**src/rtl/control_contador_pkg.sv**
```systemverilog
// Shared types and default widths for the interval-timer sequencer that drives
// an external up-counter.
package control_contador_pkg;

    localparam int unsigned DefaultWidth = 8;
    localparam int unsigned DefaultRepW  = 8;

    typedef enum logic [1:0] {
        StIdle,
        StRun,
        StFin
    } state_t;

endpackage

```
**src/rtl/control_contador.sv**
```systemverilog
// Turns a free-running up-counter into a programmable interval timer with
// one-shot / periodic modes, pause, abort and a bounded repeat count.
module control_contador
    import control_contador_pkg::*;
#(
    parameter int unsigned WIDTH = DefaultWidth,
    parameter int unsigned REP_W = DefaultRepW
) (
    input  logic             clk,
    input  logic             reset,
    input  logic             start,
    input  logic             pause,
    input  logic             abort,
    input  logic             periodic,
    input  logic [WIDTH-1:0] limit,
    input  logic [REP_W-1:0] reps,
    input  logic [WIDTH-1:0] cnt_count,
    output logic             cnt_enable,
    output logic             cnt_reset,
    output logic             busy,
    output logic             tick,
    output logic             done,
    output logic [REP_W-1:0] periods
);

    state_t           state_q;
    logic [WIDTH-1:0] limit_q;
    logic [REP_W-1:0] reps_q;
    logic [REP_W-1:0] periods_q;
    logic             periodic_q;

    logic             in_run;
    logic             in_fin;
    logic             fin_run;
    logic [REP_W-1:0] periods_inc;

    always_comb begin
        in_run      = (state_q == StRun);
        in_fin      = (state_q == StFin);
        periods_inc = periods_q + REP_W'(1);
        tick        = in_run & ~pause & ~abort & (cnt_count == limit_q);
        // reps_q == 0 means unbounded; the final period is the one that brings
        // the completed count up to reps_q.
        fin_run     = tick & (~periodic_q | ((reps_q != '0) & (periods_inc == reps_q)));
        busy        = in_run;
        cnt_enable  = in_run & ~pause;
        // Counter is held at zero outside RUN and restarted after each period.
        cnt_reset   = ~in_run | tick | abort;
        done        = in_fin & ~abort;
    end

    assign periods = periods_q;

    always_ff @(posedge clk) begin
        if (reset) begin
            state_q    <= StIdle;
            limit_q    <= '0;
            reps_q     <= '0;
            periodic_q <= 1'b0;
            periods_q  <= '0;
        end else if (abort) begin
            state_q <= StIdle;
        end else begin
            unique case (state_q)
                StIdle: begin
                    if (start) begin
                        limit_q    <= limit;
                        reps_q     <= reps;
                        periodic_q <= periodic;
                        periods_q  <= '0;
                        state_q    <= StRun;
                    end
                end
                StRun: begin
                    if (tick) begin
                        periods_q <= periods_inc;
                    end
                    if (fin_run) begin
                        state_q <= StFin;
                    end
                end
                StFin: begin
                    state_q <= StIdle;
                end
                default: begin
                    state_q <= StIdle;
                end
            endcase
        end
    end

endmodule
```
**config.mk**
```make
export PLATFORM = sky130hd
export DESIGN_NAME = control_contador
export DESIGN_NICKNAME = d
export VERILOG_FILES = /design/src/rtl/control_contador_pkg.sv /design/src/rtl/control_contador.sv
export SDC_FILE = /design/constraint.sdc
export NUM_CORES = 1
export LEC_CHECK = 0
export CORE_ASPECT_RATIO = 1.25
export CORE_MARGIN = 4
export CORE_UTILIZATION = 46
export DETAILED_ROUTE_END_ITERATION = 8
export GPL_TIMING_DRIVEN = 0
export HOLD_SLACK_MARGIN = 0.1
export PLACE_DENSITY_LB_ADDON = 0.12
export REMOVE_ABC_BUFFERS = 1
export SKIP_CTS_REPAIR_TIMING = 1
export SYNTH_ARGS = -nofsm -noshare
export SYNTH_HDL_FRONTEND = slang
export SYNTH_SLANG_ARGS = --single-unit
export TNS_END_PERCENT = 1
```
**constraint.sdc**
```tcl
create_clock -name clk -period 2.3 [get_ports clk]
set_input_delay 0.575 -clock clk [delete_from_list [all_inputs] [get_ports clk]]
set_output_delay 0.575 -clock clk [all_outputs]
set_load 0.1 [all_outputs]
```
Word level (Yosys, flattened, before mapping)
Cells that the tools add are included.

cells by class
  bitwise gates (word level) = 13
  add/sub/neg operators = 1
  reduce and logical (&&, ||, !) cells = 7
  mux-type cells = 6
  equal/unequal tests = 7

operator list
  operator             number
  $eq 8x8->1           2
  $mux 8               2
  $pmux 8 s2           1
  $add 8x1->8 const B  1
  $reduce_bool 8->1    1
  $and 1x1->1          6
  $mux 2               2
  $ne 2x1->1 const B   2
  $not 1->1            4
  $pmux 2 s2           1
  $reduce_and 4->1     1
  $or 1x1->1           3
  $reduce_and 3->1     1
  $eq 2x1->1 const B   1
  $eq 2x2->1 const B   1
  $logic_not 2->1      1
  $ne 2x2->1 const B   1
  $reduce_and 2->1     1
  $reduce_bool 2->1    1
  $reduce_or 2->1      1

storage, ports and cells
  output and inout port bits = 13
  register bits after elaboration = 27

Depth between registers and ports, before layout
Gate-level depths: netlist (run 1).

  word-level depth = 7
  depth in mapped cells = 7
  mapped depth without buffers = 7

Worst setup path before layout (run 1)
OpenSTA, ideal clock, no wires.

  path kind = input-to-output
  from = input abort
  to = output done
  stages = 1
  arrival = 2.763 ns
  path slack = -1.038 ns
  required time = 1.725 ns
  cells stage by stage = nor3b_1

between the ends
  longest elaborated chain between the ends = 2

RTL lines
  element              line                    text
  from (decl)          control_contador.sv:13  input logic abort,
  $not 1->1 (no line)  --
  $and 1x1->1          control_contador.sv:49  done = in_fin & ~abort;
  to (decl)            control_contador.sv:22  output logic done,

Every way passes these cells.

Final worst setup path (run 1)
  from = input cnt_count[0]
  to = output cnt_reset

between the ends
  longest elaborated chain between the ends = 4

RTL lines
  element                  line                    text
  from (decl)              control_contador.sv:17  input logic [WIDTH-1:0] cnt_count,
  $eq 8x8->1               control_contador.sv:41  tick = in_run & ~pause & ~abort & (cnt_count == limit_q);
  $and 1x1->1              control_contador.sv:41
  $or 1x1->1 (2 in a row)  control_contador.sv:48  cnt_reset = ~in_run | tick | abort;
  to (decl)                control_contador.sv:19  output logic cnt_reset,

Every way passes these cells.

==> results of run 1 <==
[registers in the layout, summed over array words and instances (netlist names)]
name        cells
limit_q         8
periodic_q      1
periods         8
reps_q          8
state_q         2
[power groups by stage]
stage / clock network (W) / registers [W] / logic [W]
floorplan: 0 / 0.000503 / 0.0000814
global placement: 0 / 0.000506 / 0.000156
detailed placement: 0 / 0.000507 / 0.000161
CTS: 0.000212 / 0.000496 / 0.000161
global route: 0.000235 / 0.000501 / 0.000184
finish: 0.000204 / 0.000498 / 0.000171
[cell usage after synthesis]
cell,number
a211o_1,1
nand2_1,40
nor4_1,3
or3_1,1
clkbuf_1,7
a21oi_1,26
buf_1,1
nor2_1,12
or4_1,3
nand3_1,2
nand4_1,4
and3b_1,1
or4b_2,2
nor4_4,1
xor2_1,3
o21ai_0,7
nand2b_1,1
or3_2,2
a2111oi_2,1
nor4b_1,1
nand4b_1,2
nor2b_1,1
nor3b_2,1
inv_1,2
nand3b_1,3
dfxtp_1,27
and2_1,3
o2111ai_1,1
ha_1,1
a2111oi_1,1
xnor2_1,12
o22ai_1,1
nor3_1,2
nor3b_1,1
a2bb2oi_1,1
a31oi_1,1
o311ai_0,1
inv_2,1
o211ai_1,1
[per-stage QoR]
stage          total power (W)  instances  hold slack [ns]
6_report              0.000873        260            0.482
5_1_grt               0.000920        260            0.494
4_1_cts               0.000870        257            0.486
3_5_place_dp          0.000668        253            0.466
3_3_place_gp          0.000662        252            0.455
2_1_floorplan         0.000585        174            0.442
[layer usage]
metal / up-vias / wire length (um)
li1: 724 / -
met1: 669 / 1430
met2: 58 / 1940
met3: 6 / 239
met4: 0 / 40
met5: - / 0
[cell families (layout without fill, tap and decap cells)]
logic type,count (synthesis),after routing,synth area share
AOI/OAI and AO/OA,42,42,0.172
DFF,27,27,0.380
xor gates and xnor gates,15,15,0.0923
adders and majority gates,1,1,0.00879
buffers and inverters,11,53,0.0290
and+or+nand+nor,86,86,0.318
[final cells by class]
cell class | instances | area share
Inverter | 3 | 0.00554
Tap cell | 36 | 0.0222
Clock buffer | 4 | 0.0129
Sequential cell | 27 | 0.269
Timing Repair Buffer | 46 | 0.236
Multi-Input combinational cell | 144 | 0.454
[worst max path at each step]
stage | start | endpoint | slack (ns) | cells past startpoint
after floorplan | abort | done | -1.04 | 1
after global placement | abort | periods[7]$_SDFFE_PP0P_ | -2.46 | 5
after detailed placement | abort | cnt_reset | -1.74 | 6
after CTS | abort | cnt_reset | -1.74 | 6
after global routing | state_q[0]$_SDFFE_PP0P_ | cnt_reset | -0.30 | 5
final | cnt_count[0] | cnt_reset | -0.27 | 5
[worst max-delay path, delay by kind of cell]
family | cells | cell delay (ns)
XOR/XNOR | 1 | 0.13
AND/OR/NAND/NOR | 2 | 0.65
buffers and inverters | 2 | 0.64
==> impl_metrics.env, run 1 <==
export IMPL_cp_data_arrival_time_ns=2.00
export IMPL_drtIter0Drc=41
export IMPL_cts_buffers=3
export IMPL_synth_top_cell_area_share=0.380
export IMPL_seqPwrFrac=0.571
export IMPL_fin_crit_ns=2.57
export IMPL_drv_slew=0
export IMPL_area_growth_pct=42.7
export IMPL_ys_ff_latch=27
export IMPL_nets=256
export IMPL_synth_area_per_cell_um2=7.82
export IMPL_vias_per_cell=5.60
export IMPL_cp_slowest_cell="or4b_4"
export IMPL_die_area_um2=4060
export IMPL_grt_use_total=0.171
export IMPL_clock_fmax_mhz=389
export IMPL_seq_area_um2=547
export IMPL_antenna_found_initial=0
export IMPL_min_to="limit_q[0]$_SDFFE_PP0P_"
export IMPL_ys_warn_count=0
export IMPL_drc_errors=0
export IMPL_crit_path_end_kind="primary output"
export IMPL_path_clk_slew_ns=0.14
export IMPL_dieWidth_um=57.8
export IMPL_cp_cell_sequence="clkdlybuf4s50_1 > xnor2_1 > or4b_4 > nand2_4 > buf_12"
export IMPL_drv_cap=0
export IMPL_layout_commonest_cell="nand2_1"
export IMPL_r2r_start="periods[0]$_SDFFE_PP0P_"
export IMPL_hold_viol=0
export IMPL_slew_headroom=0.326
export IMPL_met2_usage=0.329
export IMPL_grt_max_degree=28
export IMPL_p_sw_w=0.000236
export IMPL_path_max_fanout=4
export IMPL_n_antenna_cell=0
export IMPL_max_stage_delay_ns=0.54
export IMPL_synth_yosys_seq_area_share=0.380
export IMPL_yosysTopAreaCell="dfxtp_1"
export IMPL_post_route_util=0.690
export IMPL_busiest_layer="met2"
export IMPL_clk_latency_ns=0.32
export IMPL_drive_above_1_share=0.152
export IMPL_path_class="input pin to primary output"
export IMPL_grt_overflow_total=0
export IMPL_grt_pass1_vias=1435
export IMPL_outcome="complete, but fails checks"
export IMPL_postRouteAntennaNets=0
export IMPL_place_congestion=0.754
export IMPL_power_density_nw_per_um2=430
export IMPL_combPwrFrac=0.196
export IMPL_num_vias=1457
export IMPL_fp_row_count=22
export IMPL_tns_ns=-0.441
export IMPL_synth_cell_type_count=39
export IMPL_p_clk_frac=0.234
export IMPL_cts_path_max_buffers=2
export IMPL_clock_sinks=27
export IMPL_fillCellCount=243
export IMPL_final_cell_mix="nand2_1, a21oi_1, dfxtp_1, clkdlybuf4s50_1, dlymetal6s2s_1"
export IMPL_wl_um=3650
export IMPL_critPathLaunchType="input pin"
export IMPL_syn_cell_area_um2=1420
export IMPL_port_buffers=42
export IMPL_timing_final_ws_setup_ns=-0.274
export IMPL_rsz0062_at_grt="true"
export IMPL_place_ws_ns=-1.74
export IMPL_cts_root_buf="clkbuf_4"
export IMPL_finClkSkew_ns=0.00227
export IMPL_grtUsageMet3=0.0222
export IMPL_hpwl_um=2620
export IMPL_routedWlPerCell_um=14.0
export IMPL_met1_usage=0.183
export IMPL_swShare=0.270
export IMPL_min_path_type="flip-flop to flip-flop"
export IMPL_post_route_period_util=1.12
export IMPL_p_leak_nw=0.907
export IMPL_multiInputGateArea_um2=923
export IMPL_reg2reg_depth=6
export IMPL_r2r_end="state_q[1]$_SDFFE_PP0P_"
export IMPL_design_area_um2=2030
export IMPL_rrSetupSlack_ns=0.01
export IMPL_drt_pass1_iter_count=4
export IMPL_core_um2=2950
export IMPL_fp_dieH_um=70.2
export IMPL_finalSetupViolCount=2
export IMPL_ir_worst_vdd_mv=0.270
export IMPL_power_internal_w=0.000637
export IMPL_ios=43
export IMPL_hold_depth=2
export IMPL_tightest_slew_ns=1.01
export IMPL_grt_pass1_wl_um=5730
export IMPL_htree_levels=1
export IMPL_cts_tree="yes"
export IMPL_failed_checks="setup timing"
export IMPL_place_area_um2=1870
export IMPL_holdCritStartpoint="limit_q[0]$_SDFFE_PP0P_"
export IMPL_critPathRequiredTime_ns=1.73
export IMPL_synth_area_leaders="dfxtp_1, nand2_1, a21oi_1"
export IMPL_initial_core_util=0.483
export IMPL_syn_instance_count=182
No activity file was read; power rests on OpenSTA's default activity.
==> inputs of run 2 (changes only) <==
--- a/config.mk
+++ b/config.mk
@@ -5,7 +5,6 @@
 export SDC_FILE = /design/constraint.sdc
 export NUM_CORES = 1
 export LEC_CHECK = 0
-export CORE_ASPECT_RATIO = 1.25
 export CORE_MARGIN = 4
 export CORE_UTILIZATION = 46
 export DETAILED_ROUTE_END_ITERATION = 8
==> impl_metrics.env, run 2 (synthesis gave the netlist of run 1 again) <==
export IMPL_drive_above_1_share=0.162
export IMPL_path_max_fanout=3
export IMPL_swShare=0.276
export IMPL_met2_usage=0.318
export IMPL_core_um2=2850
export IMPL_cts_tree="yes"
export IMPL_clk_latency_ns=0.33
export IMPL_vias_per_cell=5.63
export IMPL_cp_data_arrival_time_ns=1.97
export IMPL_drt_pass1_iter_count=4
export IMPL_cp_num_buf_inv=2
export IMPL_failed_checks="setup timing"
export IMPL_cts_root_buf="clkbuf_4"
export IMPL_power_internal_w=0.000639
export IMPL_fp_row_count=19
export IMPL_grt_max_degree=28
export IMPL_clock_fmax_mhz=392
export IMPL_hpwl_um=2760
export IMPL_die_area_um2=4050
export IMPL_combPwrFrac=0.199
export IMPL_cts_buffers=3
export IMPL_fillCellCount=232
export IMPL_area_growth_pct=45.4
export IMPL_routedWlPerCell_um=15.1
export IMPL_port_buffers=42
export IMPL_drv_cap=0
export IMPL_cts_path_max_buffers=2
export IMPL_p_leak_nw=0.921
export IMPL_layout_commonest_cell="nand2_1"
export IMPL_drtIter0Drc=118
export IMPL_tightest_slew_ns=1.00
export IMPL_grt_pass1_vias=1405
export IMPL_placedCellCount=248
export IMPL_cp_slowest_cell="or4b_4"
export IMPL_p_clk_frac=0.235
export IMPL_finClkSkew_ns=0.00702
export IMPL_dieWidth_um=63.6
export IMPL_rrSetupSlack_ns=0.11
export IMPL_post_route_period_util=1.11
export IMPL_clock_sinks=27
export IMPL_p_sw_w=0.000243
export IMPL_grt_use_total=0.190
export IMPL_hold_viol=0
export IMPL_critPathLaunchType="input pin"
export IMPL_cp_cell_sequence="clkdlybuf4s50_1 > xnor2_1 > or4b_4 > nand2_4 > buf_12"
export IMPL_total_power_w=0.000882
export IMPL_met1_usage=0.237
export IMPL_n_antenna_cell=0
export IMPL_nets=260
export IMPL_antenna_found_initial=0
export IMPL_num_vias=1458
export IMPL_fp_dieH_um=63.6
export IMPL_critPathRequiredTime_ns=1.73
export IMPL_grtUsageMet3=0.0426
export IMPL_seqPwrFrac=0.565
export IMPL_final_cell_mix="nand2_1, a21oi_1, dfxtp_1, clkdlybuf4s50_1, dlymetal6s2s_1"
export IMPL_power_density_nw_per_um2=426
export IMPL_grt_pass1_wl_um=6290
export IMPL_postRouteAntennaNets=0
export IMPL_crit_path_end_kind="primary output"
export IMPL_place_congestion=0.853
export IMPL_fin_crit_ns=2.55
export IMPL_final_cells=259
export IMPL_htree_levels=1
export IMPL_ios=43
export IMPL_rsz0062_at_grt="true"
export IMPL_grt_overflow_total=0
export IMPL_post_route_util=0.726
export IMPL_min_path_type="flip-flop to flip-flop"
export IMPL_finalSetupViolCount=9
export IMPL_max_stage_delay_ns=0.52
export IMPL_timing_final_ws_setup_ns=-0.250
export IMPL_ir_worst_vdd_mv=0.260
export IMPL_initial_core_util=0.499
export IMPL_drv_slew=0
export IMPL_critPathTopFamily="buffers and inverters"
export IMPL_wl_um=3910
export IMPL_outcome="complete, but fails checks"
export IMPL_path_class="input pin to primary output"
export IMPL_slew_headroom=0.331
export IMPL_busiest_layer="met2"
export IMPL_drc_errors=0
export IMPL_path_clk_slew_ns=0.14
-- run 2: cell types whose count changed in the layout (fill, tap and decap cells not counted), sizes merged --
cell and delta:
buf +5, clkbuf -1
-- run 2: worst paths after layout --
check                          start  cells after the start                       to
max                     cnt_count[0]                      5                cnt_reset
min reg2reg  limit_q[0]$_SDFFE_PP0P_                      2  limit_q[0]$_SDFFE_PP0P_
max reg2reg  periods[0]$_SDFFE_PP0P_                      7  state_q[0]$_SDFFE_PP0P_
min          limit_q[0]$_SDFFE_PP0P_                      2  limit_q[0]$_SDFFE_PP0P_
-- run 2: cell type report --
cell class	instances	area, um2	share of cell area
tap	31	38.8	0.0187
clock buffer	4	26.3	0.0127
sequential	27	543	0.262
inverter	3	11.3	0.00544
multi-input combinational	144	931	0.450
timing repair buffer	50	520	0.251
-- run 2: power groups by stage --
| stage | clock network (W) | registers [W] | logic, W |
|---|---|---|---|
| floorplan | 0 | 0.000503 | 0.0000814 |
| global placement | 0 | 0.000506 | 0.000156 |
| detailed placement | 0 | 0.000507 | 0.000162 |
| CTS | 0.000213 | 0.000497 | 0.000162 |
| global route | 0.000230 | 0.000502 | 0.000190 |
| finish | 0.000208 | 0.000499 | 0.000176 |
-- run 2: worst reg2reg max path: cells and delay by family, from the launching register on --
kind	cells	cell delay [ns]
and+or+nand+nor	4	0.75
AOI/OAI and AO/OA	2	0.76
DFF	1	0.38
adders and majority gates	1	0.22
-- run 2: routing by layer --
layer | vias to the layer above | share of wire
met5 | - | 0
met4 | 0 | 0.012
met3 | 5 | 0.054
met2 | 46 | 0.50
met1 | 674 | 0.44
li1 | 733 | -
-- run 2: per-stage QoR --
step,setup TNS (ns),setup WS (ns),hold slack [ns],area (um2)
2_1_floorplan,-13.84,-1.04,0.442,1390
5_1_grt,-2.98,-0.331,0.501,2070
4_1_cts,-9.28,-1.77,0.479,1890
6_report,-1.01,-0.250,0.480,2070
3_3_place_gp,-56.03,-2.50,0.455,1850
3_5_place_dp,-12.62,-1.75,0.460,1870
